--- config.mk ---
export PLATFORM = sky130hd
export DESIGN_NAME = hash_arbiter
export DESIGN_NICKNAME = d
export VERILOG_FILES = /design/src/rtl/hash_arbiter.sv
export SDC_FILE = /design/constraint.sdc
export NUM_CORES = 1
export LEC_CHECK = 0
export CORE_MARGIN = 8
export CORE_UTILIZATION = 25
export CTS_CLUSTER_SIZE = 30
export DETAILED_ROUTE_END_ITERATION = 8
export PLACE_DENSITY = 0.49
export SYNTH_ARGS = -nofsm -noshare
export SYNTH_HDL_FRONTEND = slang
export SYNTH_SLANG_ARGS = --single-unit
--- constraint.sdc ---
create_clock -name clk -period 1.5 [get_ports clk]
set_input_delay 0.15 -clock clk [delete_from_list [all_inputs] [get_ports clk]]
set_output_delay 0.15 -clock clk [all_outputs]
set_load 0.02 [all_outputs]
--- src/rtl/hash_arbiter.sv ---
// Round-robin arbiter/sequencer sharing one SHA-256 core; req->gnt/hash_start 1 cycle, hash_done rise->done 1 cycle.
// No backpressure: req is level-held until done, sampled only in IDLE. Optional watchdog: HASH_TIMEOUT_EN.
module hash_arbiter #(
  parameter int N_REQ   = 4,
  parameter int IDW     = $clog2(N_REQ),
  parameter int TIMEOUT = 1023
) (
  input  logic             clk,
  input  logic             rst_n,
  input  logic [N_REQ-1:0] req,
  output logic [N_REQ-1:0] gnt,
  output logic [IDW-1:0]   owner_id,
  output logic             busy,
  output logic             hash_start,
  input  logic             hash_done,
  output logic [N_REQ-1:0] done,
  output logic             err
);

  typedef enum logic [2:0] {S_IDLE, S_LAUNCH, S_CLEAR, S_RUN, S_RESP} state_t;

  state_t           state_q;
  logic [IDW-1:0]   owner_q, ptr_q, ptr_d;
  logic [N_REQ-1:0] gnt_q, done_q;
  logic             busy_q, start_q, err_q;
  logic             win_vld;
  logic [IDW-1:0]   win_idx;
  logic             timeout_hit;

  function automatic logic [N_REQ-1:0] onehot(input logic [IDW-1:0] idx);
    onehot      = '0;
    onehot[idx] = 1'b1;
  endfunction

  // Search upward from ptr, wrapping at N_REQ so unused index codes never win.
  always_comb begin
    int cand;
    cand    = 0;
    win_vld = 1'b0;
    win_idx = '0;
    for (int i = 0; i < N_REQ; i++) begin
      cand = int'(ptr_q) + i;
      if (cand >= N_REQ) cand = cand - N_REQ;
      if (!win_vld && req[IDW'(cand)]) begin
        win_vld = 1'b1;
        win_idx = IDW'(cand);
      end
    end
  end

  assign ptr_d = (owner_q == IDW'(N_REQ - 1)) ? '0 : owner_q + 1'b1;

`ifdef HASH_TIMEOUT_EN
  localparam int WDW = $clog2(TIMEOUT + 1);
  logic [WDW-1:0] wdog_q, wdog_d;

  assign wdog_d      = wdog_q + 1'b1;
  assign timeout_hit = ((state_q == S_CLEAR) || (state_q == S_RUN)) && (wdog_d == WDW'(TIMEOUT));

  always_ff @(posedge clk or negedge rst_n) begin
    if (!rst_n)                                       wdog_q <= '0;
    else if (state_q == S_LAUNCH)                     wdog_q <= '0;
    else if ((state_q == S_CLEAR) || (state_q == S_RUN)) wdog_q <= wdog_d;
  end
`else
  logic unused_timeout;
  assign unused_timeout = (TIMEOUT != 0);
  assign timeout_hit    = 1'b0;
`endif

  always_ff @(posedge clk or negedge rst_n) begin
    if (!rst_n) begin
      state_q <= S_IDLE;
      owner_q <= '0;
      ptr_q   <= '0;
      gnt_q   <= '0;
      done_q  <= '0;
      busy_q  <= 1'b0;
      start_q <= 1'b0;
      err_q   <= 1'b0;
    end else begin
      case (state_q)
        S_IDLE: begin
          if (win_vld) begin
            state_q <= S_LAUNCH;
            owner_q <= win_idx;
            gnt_q   <= onehot(win_idx);
            busy_q  <= 1'b1;
            start_q <= 1'b1;
          end
        end
        S_LAUNCH: begin
          start_q <= 1'b0;
          state_q <= S_CLEAR;
        end
        // The previous job's done level must drop before a rising level can count.
        S_CLEAR: begin
          if (timeout_hit) begin
            state_q <= S_RESP;
            done_q  <= onehot(owner_q);
            err_q   <= 1'b1;
          end else if (!hash_done) begin
            state_q <= S_RUN;
          end
        end
        S_RUN: begin
          if (timeout_hit) begin
            state_q <= S_RESP;
            done_q  <= onehot(owner_q);
            err_q   <= 1'b1;
          end else if (hash_done) begin
            state_q <= S_RESP;
            done_q  <= onehot(owner_q);
          end
        end
        S_RESP: begin
          state_q <= S_IDLE;
          ptr_q   <= ptr_d;
          gnt_q   <= '0;
          done_q  <= '0;
          busy_q  <= 1'b0;
          err_q   <= 1'b0;
        end
        default: state_q <= S_IDLE;
      endcase
    end
  end

  assign gnt        = gnt_q;
  assign done       = done_q;
  assign busy       = busy_q;
  assign hash_start = start_q;
  assign err        = err_q;
  assign owner_id   = owner_q;

endmodule

* Word level (Yosys, flattened, before mapping)
Index checks and enable logic that the tools add are counted.
Operators by class: $mul 0, divide/modulo/power cells 0, bitwise operators 0, reductions and logical operators 17, $add $sub $neg 8, multiplexer cells 40, shifts and indexed selects 0, equality and inequality tests 8, magnitude comparators 12
Operator list (number):
- 2-to-1 mux 2 bit | 9
- < comparator 2 x 4 -> 1 bit (second input constant) | 4
- case mux 4 bit (2 select lines) | 2
- 2-to-1 mux 1 bit | 15
- case mux 3 bit (4 select lines) | 1
- greater-or-equal comparator 3 bit (second input constant) | 3
- 2-to-1 mux 3 bit | 3
- binary-select mux 1 bit (select 2 bit) | 4
- 2-to-1 mux 4 bit | 2
- AND reduction 2 bit | 4
- subtractor 2 x 1 -> 2 bit (second input constant) | 4
- adder 2 x 2 -> 3 bit (second input constant) | 2
- == test 3 x 2 -> 1 bit (second input constant) | 2
- < comparator 2 x 3 -> 1 bit (second input constant) | 2
- != test 2 bit (second input constant) | 3
- nonzero test 2 bit | 3
- logical AND 1 bit | 5
- demux 1 bit (select 2 bit) | 2
- greater-or-equal comparator 2 x 1 -> 1 bit (second input constant) | 2
- case mux 1 bit (2 select lines) | 2
- adder 2 x 1 -> 3 bit (second input constant) | 1
- == test 3 x 1 -> 1 bit (second input constant) | 1
- == test 3 bit (second input constant) | 1
- greater-or-equal comparator 2 x 3 -> 1 bit (second input constant) | 1
- 5 further kinds | 7
Storage, ports and cells: register bits 17, memory bits (writable) 0, latch bits 0, output and inout bits 13, memory bits (read-only) 0, memories 0

* Depth between registers and ports, before layout
depth after elaboration 21, mapped depth 5, mapped depth without buffers 4

* Worst setup path after synthesis
OpenSTA, ideal clock, no wires.
path type reg-to-reg, from reg state_q[1], to reg gnt_q[3], in the netlist gnt[3], cell stages (with the launch flop) 5, clock period less this slack 1.358 ns, arrival time 1.238 ns, data required time 1.380 ns, slack 0.142 ns, library setup time 0.120 ns, cell sequence dfrtp_1 nor2_1 nand3b_4 and3_2 a31o_2
On the way: word-level cells in the longest chain between the ends 3, elaborated cells between the ends (all ways) 6, classes of those cells eq/ne: 2; mux: 1; reduce/logical: 3
Ends and longest elaborated chain:
- start, declared | line 22 | state_t state_q;
- start signal, assigned | line 73 | state_q <= S_IDLE;
- start signal, assigned | line 85 | state_q <= S_LAUNCH;
- start signal, assigned | line 94 | state_q <= S_CLEAR;
- == test 3 bit / logical NOT 3 bit (equally long branches) | line 82 | case (state_q)
- nonzero test 2 bit (no source line) / != test 2 bit (equally long branches)
- AND reduction 2 bit (no source line)
- end signal, assigned | line 87 | gnt_q <= onehot(win_idx);
- end, declared | line 24 | logic [N_REQ-1:0] gnt_q, done_q;
Several ways; a longest one is shown, not always the timed one. A chain may end at the register's enable or synchronous reset.

* Worst setup path after layout
from reg gnt_q[0], in the netlist gnt[0], to out gnt[0]
RTL lines:
- end, declared | line 11 | output logic [N_REQ-1:0] gnt,
No word-level cell between the ends.

==> metrics.yaml <==
run_status:
  run_status: "complete, no violations"
setup_path:
  regToRegSetupSlack_ps: 140
  critical_path.top_delay_family: "buffers and inverters"
  crit-reg2reg-capture: "gnt[1]"
  crit-reg2reg-launch: "ptr_q[1]"
  path_max_fanout: 2
  path_cells: "clkdlybuf4s50_1"
  arrival_ps: 1280
  worst_ep_required_time_ps: 1350
  criticalPathCategory: "reg -> out"
  crit_path_end_kind: "output pin"
  critical-path-max-stage-delay_ps: 610
  timing.critical_path.depth: 1
  setup.worst_path.start_class: "register"
  total_buffers_and_inverters_traversed_by_the_critical_path: 1
  cpMaxStageDelayCell: "sky130_fd_sc_hd__clkdlybuf4s50_1"
  r2r_cells: 4
cts:
  clk-insertion-delay-late_ps: 290
  worst_setup_hold_path_clk_slew_ps: 100
  cts_tree: "built"
  cts.sinks: 17
  clk_path_buf_depth: 2
  cts_max_level: 1
  hold_buffers: 0
  cts_root_buf: "sky130_fd_sc_hd__clkbuf_4"
  numCtsBuffers: 3
timing:
  hold_violations: 0
  timing.final.crit_share_pct: 95.3
  postLayoutSetupSlackWorst_ps: 70.3
  rsz_0062_raised_after_global_routing: "false"
  timing.final.setup_violations: 0
  drv_slew: 0
  finalWorstPathRequiredPeriod_ps: 1430
  max_clock_freq_mhz: 699
  final.setup.tns_ps: 0
  finClkSkew_ps: 0.513
yosys:
  syn-cell-area_um2: 843
  yosysUniqueCellTypes: 28
  syn_inst: 84
  mapped_nets: 95
  postSynthRegisterBits: 17
  sequential_cell_area_fraction_in_the_yosys_report_pct: 50.4
  yosysWarningCount: 0
  syn_area_per_cell_um2: 10.0
floorplanning:
  design.die.area_um2: 5490
  fp-row-count: 21
  die_h_um: 74.1
  core_region_area_um2: 3280
  dieWidth_um: 74.1
  io_pins: 20
  initial_utilization_pct: 25.7
place:
  dpl.hpwl_mm: 1.44
  gpl.final_weighted_congestion: 0.710
  dp_worst_setup_slack_ps: -227
  placed_cells: 157
  place.port_buffers: 18
detailed_routing:
  detailedRoute.firstIterationViolations: 34
  num_vias: 695
  final_antenna_net_count: 0
  avgRoutedWirePerCell_um: 11.8
  route.detailed.drc: 0
  routed_wirelength_mm: 1.91
  routed_via_density: 4.32
  first_pass_iters: 4
global_route:
  first_global_vias: 642
  grt_max_degree: 18
  grt_resource_usage_total_pct: 7.25
  grt_antenna_before_repair: 0
  grt_first_pass_wirelength_mm: 3.08
  overflow: 0
cells_and_area:
  num-nets-final: 127
  final_cells: 161
  n_antenna_cell: 0
  layout-drive-gt1-share_pct: 22.6
  area_growth_pct: 40.7
run:
  timing.max_cap.violations: 0
power:
  power_density_nw_per_um2: 1800
  ir_worst_vdd_v: 0.000739
  power.leakage_nw: 0.565
hold_path:
  hold_path_class: "in -> async"
==> final cells by class <==
cell class,instances,area (um^2)
fillers,357,2100
clock buffers,4,26.3
inverters,6,25.0
flip-flops and latches,17,425
well taps,46,57.6
multi-input cells,57,374
repair buffers,31,278
==> cell usage after synthesis <==
library cell | instances | share of area (%)
sky130_fd_sc_hd__nor3_1 | 1 | 0.59
sky130_fd_sc_hd__nand3b_4 | 1 | 2.4
sky130_fd_sc_hd__o21ai_0 | 5 | 3.0
sky130_fd_sc_hd__mux2_2 | 1 | 1.3
sky130_fd_sc_hd__nand2_1 | 14 | 6.2
sky130_fd_sc_hd__dfrtp_1 | 17 | 50
sky130_fd_sc_hd__and3_2 | 2 | 1.8
sky130_fd_sc_hd__conb_1 | 1 | 0.44
sky130_fd_sc_hd__or4_4 | 1 | 1.3
sky130_fd_sc_hd__and3_1 | 1 | 0.74
sky130_fd_sc_hd__a211oi_2 | 1 | 1.5
sky130_fd_sc_hd__clkbuf_1 | 3 | 1.3
sky130_fd_sc_hd__inv_1 | 5 | 2.2
sky130_fd_sc_hd__a31o_2 | 1 | 1.0
sky130_fd_sc_hd__mux2_4 | 1 | 1.8
sky130_fd_sc_hd__nor2b_1 | 2 | 1.5
sky130_fd_sc_hd__o22ai_1 | 2 | 1.5
sky130_fd_sc_hd__mux2i_1 | 1 | 1.2
sky130_fd_sc_hd__buf_4 | 1 | 0.89
sky130_fd_sc_hd__nor2_1 | 5 | 2.2
sky130_fd_sc_hd__a21oi_1 | 5 | 3.0
sky130_fd_sc_hd__a31o_1 | 1 | 1.0
sky130_fd_sc_hd__o22a_1 | 1 | 1.0
sky130_fd_sc_hd__inv_4 | 1 | 0.74
sky130_fd_sc_hd__o31ai_1 | 3 | 2.7
sky130_fd_sc_hd__a21o_2 | 1 | 1.0
sky130_fd_sc_hd__nand3_1 | 2 | 1.2
sky130_fd_sc_hd__ha_1 | 4 | 5.9
==> cells by family (layout without fill, tap and decap cells) <==
| logic type | Yosys count | after routing | share of synthesized area (%) |
|---|---|---|---|
| flip-flops | 17 | 17 | 50.4 |
| buffers and inverters | 10 | 41 | 5.19 |
| other | 1 | 1 | 0.445 |
| AND/OR/NAND/NOR | 29 | 29 | 18.0 |
| multiplexers | 3 | 3 | 4.30 |
| AO/OA/AOI/OAI | 20 | 20 | 15.7 |
| adder cells (fa/ha/maj) | 4 | 4 | 5.93 |
==> metal layers <==
metal	up-vias	share of wire, %	GRT usage, %
met5	-	0	0
met4	0	1.3	2.66
met3	2	6.3	2.83
met2	12	48	11.6
met1	333	44	8.50
li1	348	-	-
==> timing repair <==
action,CTS,global route
setup endpoints to repair,2,1
gates resized for setup,2,1
setup buffers,0,0
==> worst max-delay path by stage <==
stage | startpoint | slack [ps] | to
2_1_floorplan | state_q[1] | 140 | gnt[3]
3_5_place_dp | req[0] | -230 | owner_id[0]
5_1_grt | gnt[3] | 10 | gnt[3]
6_report | gnt[0] | 70 | gnt[0]
3_3_place_gp | req[0] | -200 | owner_id[0]
4_1_cts | gnt[0] | 50 | gnt[0]
==> placed cells by master, fill, tap and decap left out, drive strengths merged <==
master and instances:
o31ai 3, o22ai 2, conb 1, a31o 2, ha 4, dfrtp 17
nand3 2, clkdlybuf4s50 15, buf 13, a21o 1, dlygate4sd2 2, nand3b 1
inv 6, or4 1, dlymetal6s2s 1, nand2 14, nor2 5, nor2b 2
a21oi 5, a211oi 1, o21ai 5, mux2i 1, o22a 1, clkbuf 4
and3 3, mux2 2, nor3 1
==> flip-flops by register name, summed over array words and instances, names as in the netlist <==
register	count
ptr_q	2
gnt	4
state_q	3
busy	1
owner_id	2
hash_start	1
done	4
==> power by group <==
part	internal [mW]	switching (mW)
sequential	0.644	0.166
clock	0.103	0.145
combinational	0.547	0.532
total	1.29	0.843
==> stage by stage <==
stage                     hold slack (ps)  instance area (um^2)  total power [mW]  util, %
after floorplan                      -146                   843              1.43        -
after global placement                448                  1160              1.92     35.3
after detailed placement              471                  1160              1.94     35.3
after CTS                             182                  1180              2.18     36.0
after global routing                  182                  1190              2.32     36.1
final                                 180                  1190              2.14     36.1
Power figures use the tool's default switching activity.
